--- src/rtl/algn_irq_pkg.sv ---
// -----------------------------------------------------------------------------
// algn_irq_pkg
// Shared constants and types for the alignment controller interrupt/status
// block. The status vector layout is defined once here so the RTL, the
// register block and the bench all agree on bit positions.
// -----------------------------------------------------------------------------
package algn_irq_pkg;

  localparam int NUM_STATUS   = 5;

  localparam int STS_MAX_DROP = 0;
  localparam int STS_RX_FULL  = 1;
  localparam int STS_RX_EMPTY = 2;
  localparam int STS_TX_FULL  = 3;
  localparam int STS_TX_EMPTY = 4;

  typedef logic [NUM_STATUS-1:0] algn_status_t;

endpackage

--- src/rtl/algn_irq_ctrl_if.sv ---
// -----------------------------------------------------------------------------
// algn_irq_ctrl_if
// Bundles the datapath strobes, the register-block controls and the status
// outputs of algn_irq_ctrl.
//   master : datapath / register block side (drives strobes, irq_en, status_clr)
//   slave  : algn_irq_ctrl side (drives status, levels, proto_err, irq)
// -----------------------------------------------------------------------------
interface algn_irq_ctrl_if #(
  parameter int FIFO_DEPTH = 8
);
  import algn_irq_pkg::*;

  localparam int CNT_W = $clog2(FIFO_DEPTH + 1);

  logic             rx_fifo_push;
  logic             rx_fifo_pop;
  logic             tx_fifo_push;
  logic             tx_fifo_pop;
  logic             max_drop;
  algn_status_t     irq_en;
  algn_status_t     status_clr;
  algn_status_t     status;
  logic [CNT_W-1:0] rx_lvl;
  logic [CNT_W-1:0] tx_lvl;
  logic             proto_err;
  logic             irq;

  modport master (
    output rx_fifo_push, rx_fifo_pop, tx_fifo_push, tx_fifo_pop, max_drop,
    output irq_en, status_clr,
    input  status, rx_lvl, tx_lvl, proto_err, irq
  );

  modport slave (
    input  rx_fifo_push, rx_fifo_pop, tx_fifo_push, tx_fifo_pop, max_drop,
    input  irq_en, status_clr,
    output status, rx_lvl, tx_lvl, proto_err, irq
  );

endinterface

--- src/rtl/algn_fifo_lvl_tracker.sv ---
// -----------------------------------------------------------------------------
// algn_fifo_lvl_tracker
// Mirrors the fill level of one FIFO from its push/pop strobes and flags the
// transitions onto the full and empty boundaries.
//   clk, reset      : clock, async active-high reset
//   push, pop       : FIFO write / read strobes
//   lvl             : registered fill level (0..FIFO_DEPTH)
//   full_evt        : level moves onto FIFO_DEPTH at this edge (combinational)
//   empty_evt       : level moves onto 0 at this edge (combinational)
//   err             : push at full or pop at empty this cycle (combinational)
// -----------------------------------------------------------------------------
module algn_fifo_lvl_tracker #(
  parameter  int FIFO_DEPTH = 8,
  localparam int CNT_W      = $clog2(FIFO_DEPTH + 1)
) (
  input  logic             clk,
  input  logic             reset,
  input  logic             push,
  input  logic             pop,
  output logic [CNT_W-1:0] lvl,
  output logic             full_evt,
  output logic             empty_evt,
  output logic             err
);

  localparam logic [CNT_W-1:0] LVL_MAX = CNT_W'(FIFO_DEPTH);

  logic [CNT_W-1:0] lvl_q;
  logic [CNT_W-1:0] lvl_d;

  // NOTE: every output of an always_comb gets a default first, otherwise a
  // path that skips the assignment infers a latch.
  always_comb begin
    lvl_d = lvl_q;
    err   = 1'b0;
    // push & pop together leaves the level alone, even at a boundary.
    if (push && !pop) begin
      if (lvl_q == LVL_MAX) err   = 1'b1;
      else                  lvl_d = lvl_q + CNT_W'(1);
    end else if (pop && !push) begin
      if (lvl_q == '0)      err   = 1'b1;
      else                  lvl_d = lvl_q - CNT_W'(1);
    end
  end

  // Events fire only on arrival at a boundary, never while sitting on one.
  assign full_evt  = (lvl_d == LVL_MAX) && (lvl_q != LVL_MAX);
  assign empty_evt = (lvl_d == '0)      && (lvl_q != '0);

  // NOTE: state registers use non-blocking assignments so every flop samples
  // pre-edge values regardless of block ordering.
  always_ff @(posedge clk or posedge reset) begin
    if (reset) lvl_q <= '0;
    else       lvl_q <= lvl_d;
  end

  assign lvl = lvl_q;

endmodule

--- src/rtl/algn_irq_ctrl.sv ---
// -----------------------------------------------------------------------------
// algn_irq_ctrl
// Interrupt and status controller for the alignment controller. Tracks RX/TX
// FIFO levels, turns full/empty transitions and max_drop pulses into sticky
// write-1-to-clear status bits, and drives one registered irq.
//   clk, reset : clock, async active-high reset
//   bus        : algn_irq_ctrl_if slave modport (strobes, irq_en, status_clr
//                in; status, rx_lvl, tx_lvl, proto_err, irq out)
// -----------------------------------------------------------------------------
module algn_irq_ctrl
  import algn_irq_pkg::*;
#(
  parameter int FIFO_DEPTH = 8
) (
  input  logic            clk,
  input  logic            reset,
  algn_irq_ctrl_if.slave  bus
);

  localparam int CNT_W = $clog2(FIFO_DEPTH + 1);

  logic [CNT_W-1:0] rx_lvl;
  logic [CNT_W-1:0] tx_lvl;
  logic             rx_full_evt, rx_empty_evt, rx_err;
  logic             tx_full_evt, tx_empty_evt, tx_err;

  algn_status_t     evt;
  algn_status_t     status_q;
  logic             proto_err_q;
  logic             irq_q;

  algn_fifo_lvl_tracker #(.FIFO_DEPTH(FIFO_DEPTH)) u_rx_trk (
    .clk       (clk),
    .reset     (reset),
    .push      (bus.rx_fifo_push),
    .pop       (bus.rx_fifo_pop),
    .lvl       (rx_lvl),
    .full_evt  (rx_full_evt),
    .empty_evt (rx_empty_evt),
    .err       (rx_err)
  );

  algn_fifo_lvl_tracker #(.FIFO_DEPTH(FIFO_DEPTH)) u_tx_trk (
    .clk       (clk),
    .reset     (reset),
    .push      (bus.tx_fifo_push),
    .pop       (bus.tx_fifo_pop),
    .lvl       (tx_lvl),
    .full_evt  (tx_full_evt),
    .empty_evt (tx_empty_evt),
    .err       (tx_err)
  );

  always_comb begin
    evt               = '0;
    evt[STS_MAX_DROP] = bus.max_drop;
    evt[STS_RX_FULL]  = rx_full_evt;
    evt[STS_RX_EMPTY] = rx_empty_evt;
    evt[STS_TX_FULL]  = tx_full_evt;
    evt[STS_TX_EMPTY] = tx_empty_evt;
  end

  // Set wins over a same-cycle clear. irq looks at the registered status, so
  // it trails status by exactly one edge, and irq_en only gates the irq path.
  always_ff @(posedge clk or posedge reset) begin
    if (reset) begin
      status_q    <= '0;
      proto_err_q <= 1'b0;
      irq_q       <= 1'b0;
    end else begin
      status_q    <= evt | (status_q & ~bus.status_clr);
      proto_err_q <= proto_err_q | rx_err | tx_err;
      irq_q       <= |(status_q & bus.irq_en);
    end
  end

  assign bus.status    = status_q;
  assign bus.rx_lvl    = rx_lvl;
  assign bus.tx_lvl    = tx_lvl;
  assign bus.proto_err = proto_err_q;
  assign bus.irq       = irq_q;

endmodule

--- src/flat_wrapper.sv ---
// flat-port wrapper written by rule: the top's interface ports become plain ports
module algn_irq_ctrl_flat import algn_irq_pkg::*;
#(
  parameter int FIFO_DEPTH = 8
)
  (clk, reset, bus_rx_fifo_push, bus_rx_fifo_pop, bus_tx_fifo_push, bus_tx_fifo_pop, bus_max_drop, bus_irq_en, bus_status_clr, bus_status, bus_rx_lvl, bus_tx_lvl, bus_proto_err, bus_irq);
  algn_irq_ctrl_if #(.FIFO_DEPTH(FIFO_DEPTH)) bus_i ();
  input  logic clk;
  input  logic reset;
  input wire logic [$bits(bus_i.rx_fifo_push)-1:0] bus_rx_fifo_push;
  input wire logic [$bits(bus_i.rx_fifo_pop)-1:0] bus_rx_fifo_pop;
  input wire logic [$bits(bus_i.tx_fifo_push)-1:0] bus_tx_fifo_push;
  input wire logic [$bits(bus_i.tx_fifo_pop)-1:0] bus_tx_fifo_pop;
  input wire logic [$bits(bus_i.max_drop)-1:0] bus_max_drop;
  input wire logic [$bits(bus_i.irq_en)-1:0] bus_irq_en;
  input wire logic [$bits(bus_i.status_clr)-1:0] bus_status_clr;
  output wire logic [$bits(bus_i.status)-1:0] bus_status;
  output wire logic [$bits(bus_i.rx_lvl)-1:0] bus_rx_lvl;
  output wire logic [$bits(bus_i.tx_lvl)-1:0] bus_tx_lvl;
  output wire logic [$bits(bus_i.proto_err)-1:0] bus_proto_err;
  output wire logic [$bits(bus_i.irq)-1:0] bus_irq;
  assign bus_i.rx_fifo_push = bus_rx_fifo_push;
  assign bus_i.rx_fifo_pop = bus_rx_fifo_pop;
  assign bus_i.tx_fifo_push = bus_tx_fifo_push;
  assign bus_i.tx_fifo_pop = bus_tx_fifo_pop;
  assign bus_i.max_drop = bus_max_drop;
  assign bus_i.irq_en = bus_irq_en;
  assign bus_i.status_clr = bus_status_clr;
  assign bus_status = bus_i.status;
  assign bus_rx_lvl = bus_i.rx_lvl;
  assign bus_tx_lvl = bus_i.tx_lvl;
  assign bus_proto_err = bus_i.proto_err;
  assign bus_irq = bus_i.irq;
  algn_irq_ctrl #(.FIFO_DEPTH(FIFO_DEPTH)) u_core (.clk(clk), .reset(reset), .bus(bus_i));
endmodule
--- config.mk ---
export PLATFORM = sky130hd
export DESIGN_NAME = algn_irq_ctrl_flat
export DESIGN_NICKNAME = d
export VERILOG_FILES = /design/src/rtl/algn_irq_pkg.sv /design/src/rtl/algn_irq_ctrl_if.sv /design/src/rtl/algn_fifo_lvl_tracker.sv /design/src/rtl/algn_irq_ctrl.sv /design/src/flat_wrapper.sv
export SDC_FILE = /design/constraint.sdc
export NUM_CORES = 1
export LEC_CHECK = 0
export ABC_AREA = 1
export BUFFER_PORTS_ARGS = -buffer_cell sky130_fd_sc_hd__buf_2
export CORE_ASPECT_RATIO = 1.4
export CORE_MARGIN = 10
export CORE_UTILIZATION = 55
export DETAILED_ROUTE_END_ITERATION = 7
export PLACE_DENSITY = 0.91
export SYNTH_ARGS = -nofsm -noshare
export SYNTH_HDL_FRONTEND = slang
export SYNTH_HIERARCHICAL = 1
export SYNTH_SLANG_ARGS = --single-unit
--- constraint.sdc ---
create_clock -name clk -period 2.5 [get_ports clk]
set_input_delay 0.5 -clock clk [delete_from_list [all_inputs] [get_ports clk]]
set_output_delay 0.5 -clock clk [all_outputs]
set_load 0.01 [all_outputs]
-- Word-level counts from Yosys, hierarchy flattened
Cells that the tools add are included.
- flip-flop bits (word level): 15
- $add $sub $neg: 4
- eq/ne operators: 6
- multiplexer cells: 16
- bitwise operators: 6
- reduce and logical (&&, ||, !) cells: 19
- operator list (operator ; number):
    2-to-1 mux 4 bit ; 8
    == test 4 bit, second input constant ; 4
    zero test 4 bit ; 4
    AND 5 bit ; 2
    adder 4 x 1 -> 4 bit, second input constant ; 2
    logical AND 1 bit ; 8
    2-to-1 mux 1 bit ; 8
    != test 4 bit, second input constant ; 2
    nonzero test 4 bit ; 2
    subtractor 4 x 1 -> 4 bit, second input constant ; 2
    NOT 5 bit ; 1
    bitwise OR 5 bit ; 1
    OR reduction 5 bit ; 1
    zero test 1 bit ; 4
    bitwise OR 1 bit ; 2

-- Depth between registers and ports, before layout
Gate-level depths: netlist of the first run.
- word-level depth: 7
- gate-level depth with buffers: 11
- mapped depth without buffers: 11

-- By module
The synthesis of the first run kept the hierarchy.
- by module, submodules not included (module ; instances ; cells an instance ; area an instance (um^2)):
    algn_fifo_lvl_tracker ; 2 ; 66 ; 446.7
    algn_irq_ctrl ; 1 ; 32 ; 287.8

-- Worst setup path after synthesis of the first run
Ideal clock, no wire load.
- kind: flip-flop to flip-flop
- start: register u_core.u_rx_trk.lvl_q[0] (netlist: u_core/u_rx_trk/lvl[0])
- end: register u_core.status_q[1] (netlist: u_core/bus.status[1])
- library setup time: 0.124 ns
- arrival: 1.429 ns
- slack: 0.947 ns
- stages on the path, launching flop included: 11
- path buffers: 0
- period minus slack after synthesis: 1.553 ns
- cells stage by stage: dfrtp_1 inv_1 ha_1 nand2_1 nand2_2 nand2_1 o21ai_1 nand2_1 nand3_2 nor2_1 o21bai_1
- cells in the longest elaborated chain, start to end: 7
- ends and longest elaborated chain (element ; RTL line ; RTL):
    start: declaration ; algn_fifo_lvl_tracker.sv:28 ; logic [CNT_W-1:0] lvl_q;
    start signal: assignment ; algn_fifo_lvl_tracker.sv:54 ; else lvl_q <= lvl_d;
    subtractor 4 x 1 -> 4 bit / zero test 4 bit (equally long branches) ; algn_fifo_lvl_tracker.sv:42, algn_fifo_lvl_tracker.sv:41 ;
    2-to-1 mux 4 bit ; algn_fifo_lvl_tracker.sv:41 ; if (lvl_q == '0) err = 1'b1;
    2-to-1 mux 4 bit ; algn_fifo_lvl_tracker.sv:40 ; end else if (pop && !push) begin
    2-to-1 mux 4 bit ; algn_fifo_lvl_tracker.sv:37 ; if (push && !pop) begin
    == test 4 bit ; algn_fifo_lvl_tracker.sv:47 ; assign full_evt = (lvl_d == LVL_MAX) && (lvl_q != LVL_MAX);
    logical AND 1 bit (*) ; algn_fifo_lvl_tracker.sv:47 ;
    net u_core.rx_full_evt ; algn_irq_ctrl.sv:24 ; logic rx_full_evt, rx_empty_evt, rx_err;
    bitwise OR 5 bit (*) ; algn_irq_ctrl.sv:71 ; status_q <= evt | (status_q & ~bus.status_clr);
    end signal: assignment ; algn_irq_ctrl.sv:71 ;
    end: declaration ; algn_irq_ctrl.sv:28 ; algn_status_t status_q;
The timed path passes the listed nets; every way through them passes the cells marked *.

-- Final worst setup path of the first run
- start: register u_core.u_tx_trk.lvl_q[0] (netlist: u_core/u_tx_trk/lvl[0])
- end: register u_core.status_q[4] (netlist: u_core/bus.status[4])
- cells in the longest elaborated chain, start to end: 7
- ends and longest elaborated chain (element ; RTL line ; RTL):
    start: declaration ; algn_fifo_lvl_tracker.sv:28 ;
    start signal: assignment ; algn_fifo_lvl_tracker.sv:54 ;
    subtractor 4 x 1 -> 4 bit / zero test 4 bit (equally long branches) ; algn_fifo_lvl_tracker.sv:42, algn_fifo_lvl_tracker.sv:41 ;
    2-to-1 mux 4 bit ; algn_fifo_lvl_tracker.sv:41 ;
    2-to-1 mux 4 bit ; algn_fifo_lvl_tracker.sv:40 ;
    2-to-1 mux 4 bit (*) ; algn_fifo_lvl_tracker.sv:37 ;
    net u_core.u_tx_trk.lvl_d[0] ; algn_fifo_lvl_tracker.sv:29 ; logic [CNT_W-1:0] lvl_d;
    zero test 4 bit (*) ; algn_fifo_lvl_tracker.sv:48 ; assign empty_evt = (lvl_d == '0) && (lvl_q != '0);
    logical AND 1 bit (*) ; algn_fifo_lvl_tracker.sv:48 ;
    net u_core.tx_empty_evt ; algn_irq_ctrl.sv:25 ; logic tx_full_evt, tx_empty_evt, tx_err;
    bitwise OR 5 bit (*) ; algn_irq_ctrl.sv:71 ;
Marked as above.

==> results of run 1 <==
layout by cell type, fill, tap and decap left out, types with 3 or more instances in the layout:
master    instances
inv_1            21
o21bai_1          5
nand2_2           8
nand3_1          12
nand3_2           6
inv_2            12
nor2_4            6
nand2_1          43
nor2_1           12
clkbuf_4          3
ha_1              4
dfrtp_1          15
buf_2            31
nand4_1           6
worst max-delay path by stage:
stage,from,to,slack (ns),cells past startpoint
final,u_core/u_tx_trk/lvl[0],u_core/bus.status[4],0.79,11
after floorplan,u_core/u_rx_trk/lvl[0],u_core/bus.status[1],0.95,10
after global routing,u_core/u_rx_trk/lvl[0],u_core/bus.status[2],0.58,10
after detailed placement,u_core/u_rx_trk/lvl[0],u_core/bus.status[2],0.78,10
after CTS,u_core/u_rx_trk/lvl[0],u_core/bus.status[2],0.79,10
after global placement,u_core/u_rx_trk/lvl[0],u_core/bus.status[1],0.86,10
synthesized netlist by cell type:
master,count
a21boi_2,2
buf_6,2
dfrtp_1,15
ha_1,4
inv_1,21
inv_2,12
nand2_1,43
nand2_2,8
nand3_1,12
nand3_2,6
nand4_1,6
nor2_1,12
nor2_2,2
nor2_4,6
o21ai_0,2
o21ai_1,2
o21ai_2,2
o21bai_1,5
xor2_1,2
where the power goes:
group	leakage [nW]	internal, mW	switching (mW)
combinational	0.584	0.337	0.532
sequential	0.183	0.341	0.154
clock	0.0150	0.0617	0.0712
logic make-up after synthesis:
family                   after synthesis  share of synthesized area (%)
buffers and inverters                 35                          12.39
flip-flops                            15                          31.78
XOR/XNOR                               2                          1.483
AO/OA/AOI/OAI                         13                          8.263
adder cells (fa/ha/maj)                4                          4.237
AND/OR/NAND/NOR                       95                          41.84
cell type report:
| cell class | count | area (um2) |
|---|---|---|
| fill | 176 | 630.6 |
| inverter | 33 | 123.9 |
| sequential | 15 | 375.4 |
| tap | 21 | 26.28 |
| clock buffer | 4 | 26.28 |
| multi-input combinational | 114 | 659.4 |
| timing repair buffer | 31 | 155.1 |
metal layers:
metal / routed length, um / track usage [%] / vias up
met5: 0 / 0 / -
met4: 55 / 5.371 / 0
met3: 142 / 3.030 / 6
met2: 1697 / 26.70 / 29
met1: 986 / 11.63 / 527
li1: - / - / 575
worst reg2reg max path, stage by stage (launching register included):
cell,delay [ns]
dfrtp_1,0.44
inv_1,0.13
ha_1,0.27
nand3_2,0.15
nand2_1,0.12
nand2_1,0.06
nand2_1,0.07
nand2_2,0.07
inv_2,0.05
nand3_2,0.07
nor2_2,0.11
o21bai_1,0.11
registers in the layout, summed over array words and instances, names as in the netlist:
name / flops
u_core/u_tx_trk/lvl: 4
u_core/bus.proto_err: 1
u_core/u_rx_trk/lvl: 4
u_core/bus.status: 5
u_core/bus.irq: 1
stage by stage:
step	util, %	setup WS, ns	power, mW	hold slack (ns)	std cells
floorplan	-	0.9475	1.129	0.2661	164
global placement	67.11	0.8616	1.322	0.4101	214
detailed placement	67.11	0.7837	1.365	0.4139	214
CTS	68.42	0.7861	1.499	0.1214	218
global route	68.42	0.5804	1.628	0.1165	218
finish	68.42	0.7877	1.498	0.1186	218
==> flow_metrics.env, run 1 <==
export IMPL_design_core_area_um2=1997
export IMPL_status="complete, no violations"
export IMPL_postPlaceCellArea_um2=1340
export IMPL_synth_cell_area_um2=1181
export IMPL_clock_skew_ns=0.004878
export IMPL_finalHoldViolCount=0
export IMPL_relSlewSlack_pct=76.52
export IMPL_path_delay_family="simple AND/OR/NAND/NOR gates"
export IMPL_r2r_end="u_core/bus.status[4]"
export IMPL_synth_cell_types=19
export IMPL_dr_pass1_iters=4
export IMPL_path_max_fanout=6
export IMPL_vias=1137
export IMPL_cts_tree="done"
export IMPL_p_leak_nw=0.7819
export IMPL_cts_max_path_buffers=2
export IMPL_slew_viol_final=0
export IMPL_ctsHtreeMaxLevel=1
export IMPL_wl_per_cell_um=13.22
export IMPL_drt_initial_drc_count=38
export IMPL_worst_setup_path_type="reg -> reg"
export IMPL_drc=0
export IMPL_grt_pass1_vias=1107
export IMPL_clk_pin_slew_ns=0.09
export IMPL_gp_congestion=0.9218
export IMPL_area_growth_pct=15.68
export IMPL_ioPinCount=32
export IMPL_cts_setup_buffers=0
export IMPL_crit_buf_inv=2
export IMPL_period_share_pct=68.49
export IMPL_crit_path_end_kind="flip-flop"
export IMPL_finalSetupViolCount=0
export IMPL_crit_chain="inv_1, ha_1, nand3_2, nand2_1, nand2_1, nand2_1, nand2_2, inv_2, nand3_2, nor2_2, o21bai_1"
export IMPL_worstPathRequired_ns=2.70
export IMPL_grt_overflow_total=0
export IMPL_maxCapViolCount=0
export IMPL_rsz0062_at_grt="false"
export IMPL_grt_pass1_wl_um=4588
export IMPL_power_density_nw_per_um2=1096
export IMPL_wirelength_um=2881
export IMPL_die_area_um2=4427
export IMPL_grt_max_degree=9
export IMPL_worstSkewPairLatency_ns=0.27
export IMPL_synth_top_area_share_pct=31.78
export IMPL_synth_area_leaders="dfrtp_1 (32%), nand2_1 (14%), inv_1 (6.7%), nor2_4 (5.7%), nand3_1 (5.1%)"
export IMPL_initial_core_util_pct=59.15
export IMPL_cts_resized=0
export IMPL_slowest_delay_ns=0.44
export IMPL_cts_hold_fix_buffers=0
export IMPL_cp_slowest_cell="dfrtp_1"
export IMPL_synthCells=164
export IMPL_die_w_um=59.17
export IMPL_start_kind="flip-flop"
export IMPL_worst_pin_slew_ns=0.3522
export IMPL_syn_num_nets=185
export IMPL_r2r_start="u_core/u_tx_trk/lvl[0]"
export IMPL_antenna_found_initial=0
export IMPL_yosysTopAreaCell="dfrtp_1"
export IMPL_row_count=19
export IMPL_dp_hpwl_um=2446
export IMPL_period_needed_ns=1.712
export IMPL_fmax_mhz=584.0
export IMPL_cts_buffers=3
export IMPL_synth_warnings=6
export IMPL_crit_path_frequent_cell="nand2_1"
export IMPL_port_buffers=31
export IMPL_synth_seq_cells=15
export IMPL_setup_tns_ns=0
export IMPL_final_net_count=219
export IMPL_regToRegSetupSlack_ns=0.79
export IMPL_syn_avg_cell_area_um2=7.202
export IMPL_arrival_ns=1.92
export IMPL_vias_per_cell=5.216
export IMPL_chipHeight_um=74.83
export IMPL_hold_path_class="in -> async"
export IMPL_cts_root_buf="clkbuf_4"
export IMPL_grt_usage_pct=13.10
export IMPL_ant_nets=0
export IMPL_diodes=0
export IMPL_finish_instance_area_um2=1366
export IMPL_reg2reg_depth=11
export IMPL_layout_drive_gt1_share_pct=36.55
export IMPL_ys_seq_area_share_pct=31.78
export IMPL_peakVddDrop_mv=0.6603
export IMPL_clock_sinks=15
Power figures use the tool's default switching activity.
==> run 2: changes to the inputs <==
CORE_UTILIZATION = 52   (was 55)
PLACE_DENSITY = 0.87   (was 0.91)
clock period = 1.75 ns   (was 2.5 ns; I/O delays follow)
==> flow_metrics.env, run 2 (synthesis results as in run 1) <==
export IMPL_die_w_um=60.28
export IMPL_final_net_count=223
export IMPL_postLayoutCoreUtil_pct=65.17
export IMPL_ant_nets=0
export IMPL_worst_setup_path_type="reg -> reg"
export IMPL_layout_commonest_cell="nand2_1"
export IMPL_whs_ns=0.2245
export IMPL_fillerInstances=208
export IMPL_die_area_um2=4605
export IMPL_wirelength_um=2602
export IMPL_period_share_pct=88.59
export IMPL_arrival_ns=1.73
export IMPL_clkPwrFrac_pct=9.0
export IMPL_clk_pin_slew_ns=0.09
export IMPL_pwr_share_seq_pct=31.1
export IMPL_slew_viol_final=0
export IMPL_slowest_delay_ns=0.46
export IMPL_power_density_nw_per_um2=1552
export IMPL_final_cells=223
export IMPL_layout_drive_gt1_share_pct=39.80
export IMPL_p_leak_nw=0.8000
export IMPL_crit_chain="inv_1, ha_2, nand3_2, nand2_1, nand3_1, nand2_2, inv_2, nand3_2, nor2_1, o21bai_1"
export IMPL_mostFrequentLayoutCells="nand2_1 (43), buf_2 (31), inv_1 (21)"
export IMPL_cts_root_buf="clkbuf_4"
export IMPL_ioPinCount=32
export IMPL_multi_input_area_um2=674.4
export IMPL_worstPathRequired_ns=1.93
export IMPL_hold_path_class="in -> reg"
export IMPL_port_buffers=31
export IMPL_clock_sinks=15
export IMPL_drc=0
export IMPL_dp_hpwl_um=2236
export IMPL_grt_pass1_vias=1144
export IMPL_gp_congestion=0.8638
export IMPL_ctsHtreeMaxLevel=1
export IMPL_period_needed_ns=1.550
export IMPL_start_kind="flip-flop"
export IMPL_largest_register_ffs=5
export IMPL_cp_slowest_cell="dfrtp_2"
export IMPL_clock_skew_ns=0.0005457
export IMPL_setup_tns_ns=0
export IMPL_grt_usage_pct=12.32
export IMPL_place_inst=218
export IMPL_seq_area_um2=377.9
export IMPL_crit_buf_inv=2
export IMPL_path_delay_family="simple AND/OR/NAND/NOR gates"
export IMPL_cts_buffers=3
export IMPL_worstSkewPairLatency_ns=0.29
export IMPL_diodes=0
export IMPL_grt_max_degree=10
export IMPL_initial_core_util_pct=54.25
export IMPL_dr_pass1_iters=4
export IMPL_design_core_area_um2=2177
export IMPL_wl_per_cell_um=11.67
export IMPL_grt_pass1_wl_um=4664
export IMPL_status="complete, no violations"
export IMPL_finalHoldViolCount=0
export IMPL_cts_max_path_buffers=2
export IMPL_antenna_found_initial=0
export IMPL_postPlaceCellArea_um2=1364
export IMPL_worst_pin_slew_ns=0.3444
export IMPL_fmax_mhz=645.0
export IMPL_internal_power_mw=1.133
export IMPL_power_frac_comb_pct=59.9
export IMPL_grt_overflow_total=0
export IMPL_cts_tree="done"
export IMPL_chipHeight_um=76.39
export IMPL_relSlewSlack_pct=77.04
export IMPL_crit_path_frequent_cell="nand3_2"
export IMPL_maxCapViolCount=0
export IMPL_row_count=20
export IMPL_peakVddDrop_mv=0.9124
export IMPL_path_max_fanout=7
export IMPL_switching_share_pct=48.56
export IMPL_area_growth_pct=20.13
export IMPL_switchingPower_mw=1.069
export IMPL_rsz0062_at_grt="false"
export IMPL_vias=1093
export IMPL_vias_per_cell=4.901
export IMPL_finalSetupViolCount=0
export IMPL_crit_path_end_kind="flip-flop"
export IMPL_finish_instance_area_um2=1419
export IMPL_drt_initial_drc_count=41
[run 2: power by group through the flow]
stage	Clock [mW]	Combinational [mW]	Sequential (mW)
after floorplan	0	0.905	0.708
after global placement	0	1.26	0.682
after detailed placement	0	1.28	0.690
after CTS	0.209	1.29	0.682
after global routing	0.226	1.51	0.714
final	0.199	1.32	0.685
[run 2: path summary, 6_finish.rpt]
path / start / endpoint / slack, ns / cells after the start
max: u_core/u_tx_trk/lvl[1] / u_core/bus.status[3] / 0.20 / 10
min reg2reg: u_core/bus.proto_err / u_core/bus.proto_err / 0.48 / 2
min: bus_status_clr[0] / u_core/bus.status[0] / 0.22 / 2
min in group asynchronous: reset / u_core/u_tx_trk/lvl[3] / 0.52 / 3
max reg2reg: u_core/u_tx_trk/lvl[1] / u_core/bus.status[3] / 0.20 / 10
max in group asynchronous: reset / u_core/bus.status[2] / 0.97 / 3
[run 2: routing by layer]
layer	vias up	part of all wire [%]	track usage (%)
met2	17	55	22.21
met4	0	1.3	5.405
met3	4	5.4	3.000
met5	-	0	0
li1	583	-	-
met1	489	38	12.37
[run 2: cell type report]
| type | count | share of cell area, % |
|---|---|---|
| clock inverter | 1 | 0.3527 |
| sequential | 15 | 26.63 |
| inverter | 33 | 8.730 |
| timing repair buffer | 35 | 13.23 |
| clock buffer | 3 | 1.587 |
| multi-input combinational | 114 | 47.53 |
| tap | 22 | 1.940 |
[run 2: stage by stage]
step / total power [mW] / setup slack, ns
floorplan: 1.613 / 0.1975
detailed placement: 1.974 / 0.1461
CTS: 2.181 / 0.1413
global placement: 1.938 / 0.1723
global route: 2.455 / 0.003344
finish: 2.202 / 0.1997
[run 2: timing repair]
| item | 4_1_cts | 5_1_grt |
|---|---|---|
| gates resized for setup | 0 | 5 |
| setup buffers | 0 | 0 |
| hold buffers | 1 | 0 |
| endpoints found under the hold margin | 15 | 0 |
| endpoints found under the setup margin | 0 | 4 |
==> run 3: changes to the inputs <==
CORE_MARGIN = 2   (was 10)
==> flow_metrics.env, run 3 (synthesis results as in run 1) <==
export IMPL_status="complete, no violations"
export IMPL_wl_per_cell_um=11.95
export IMPL_grt_max_degree=10
export IMPL_cts_root_buf="clkbuf_4"
export IMPL_use_met3_pct=1.190
export IMPL_final_net_count=222
export IMPL_ctsHtreeMaxLevel=1
export IMPL_ant_nets=0
export IMPL_busiest_layer="met2"
export IMPL_worstSkewPairLatency_ns=0.28
export IMPL_cts_setup_buffers=0
export IMPL_wirelength_um=2654
export IMPL_peakVddDrop_mv=0.9577
export IMPL_path_max_fanout=5
export IMPL_crit_path_end_kind="flip-flop"
export IMPL_clk_pin_slew_ns=0.10
export IMPL_period_share_pct=90.89
export IMPL_drc=0
export IMPL_design_core_area_um2=2152
export IMPL_worst_pin_slew_ns=0.3429
export IMPL_cts_max_path_buffers=2
export IMPL_arrival_ns=1.80
export IMPL_clock_sinks=15
export IMPL_vias_per_cell=5.122
export IMPL_worstPathRequired_ns=1.96
export IMPL_postLayoutCoreUtil_pct=65.93
export IMPL_fillerInstances=199
export IMPL_power_density_nw_per_um2=1586
export IMPL_finalSetupViolCount=0
export IMPL_grt_overflow_total=0
export IMPL_rsz0062_at_grt="false"
export IMPL_diodes=0
export IMPL_hold_path_class="in -> reg"
export IMPL_grt_pass1_wl_um=4305
export IMPL_gp_congestion=0.8859
export IMPL_cts_buffers=3
export IMPL_worst_setup_path_type="reg -> reg"
export IMPL_antenna_found_initial=0
export IMPL_grt_pass1_vias=1031
export IMPL_drt_initial_drc_count=10
export IMPL_mostFrequentLayoutCells="nand2_1 (43), buf_2 (31), inv_1 (20)"
export IMPL_row_count=20
export IMPL_port_buffers=31
export IMPL_dp_hpwl_um=2122
export IMPL_p_leak_nw=0.7988
export IMPL_start_kind="flip-flop"
export IMPL_largest_register_ffs=5
export IMPL_cts_tree="done"
export IMPL_clock_skew_ns=0.004059
export IMPL_slew_viol_final=0
export IMPL_setup_tns_ns=0
export IMPL_finish_instance_area_um2=1419
export IMPL_whs_ns=0.2396
export IMPL_finalHoldViolCount=0
export IMPL_relSlewSlack_pct=77.14
export IMPL_maxCapViolCount=0
export IMPL_layout_commonest_cell="nand2_1"
export IMPL_regToRegSetupSlack_ns=0.16
export IMPL_area_growth_pct=20.13
export IMPL_postPlaceCellArea_um2=1356
export IMPL_die_area_um2=2674
export IMPL_p_total_mw=2.250
export IMPL_layout_drive_gt1_share_pct=39.00
export IMPL_use_met2_pct=41.39
export IMPL_dr_pass1_iters=4
export IMPL_grt_usage_pct=21.54
export IMPL_vias=1137
export IMPL_fmax_mhz=628.7
export IMPL_die_w_um=44.28
export IMPL_gr_usage_met1_pct=23.72
export IMPL_ioPinCount=32
export IMPL_period_needed_ns=1.591
export IMPL_initial_core_util_pct=54.88
export IMPL_chipHeight_um=60.39
==> run 3: layout make-up <==
cell class | count | area (um2) | area share (%)
Timing Repair Buffer | 34 | 180.2 | 12.70
Clock buffer | 3 | 22.52 | 1.587
Inverter | 33 | 123.9 | 8.730
Tap cell | 22 | 27.53 | 1.940
Multi-Input combinational cell | 114 | 684.4 | 48.24
Sequential cell | 15 | 375.4 | 26.46
Clock inverter | 1 | 5.005 | 0.3527
==> run 3: where the power goes <==
part / switching (mW) / internal, mW / total (mW) / leakage (nW)
registers: 0.197 / 0.488 / 0.685 / 0.183
clock network: 0.115 / 0.0847 / 0.199 / 0.0177
logic: 0.802 / 0.564 / 1.37 / 0.598
==> run 3: through the flow <==
step                      setup WS [ns]  instances
after global routing            0.04460        222
after global placement           0.1340        217
after detailed placement        0.05378        217
after floorplan                  0.1975        164
final                            0.1594        222
after CTS                       0.04445        222
==> run 3: timing repair <==
item                                    in CTS  in global routing
endpoints found under the hold margin        8                  0
hold buffers                                 1                  0
endpoints found under the setup margin       0                  4
gates resized for setup                      0                  5
==> run 3: per-layer routing <==
metal  up-vias  share of wire [%]
met2        26                 58
met4         0                1.0
li1        582                  -
met5         -                  0
met1       525                 38
met3         4                3.4
==> run 3: worst paths after layout <==
check / startpoint / to / cells past startpoint
worst max-delay path: u_core/u_tx_trk/lvl[0] / u_core/bus.status[4] / 9
worst min-delay path: bus_status_clr[2] / u_core/bus.status[2] / 2
worst max register to register: u_core/u_tx_trk/lvl[0] / u_core/bus.status[4] / 9
min in group asynchronous: reset / u_core/u_tx_trk/lvl[0] / 3
worst min register to register: u_core/bus.proto_err / u_core/bus.proto_err / 2
max in group asynchronous: reset / u_core/bus.status[1] / 3
==> run 3: worst max-delay path, stage by stage (launching register included) <==
cell      delay [ns]
dfrtp_1         0.39
buf_4           0.15
ha_1            0.20
xor2_1          0.15
nand3_1         0.12
o21ai_2         0.07
nor2_1          0.12
nand2_1         0.11
nor2_2          0.09
o21bai_1        0.11
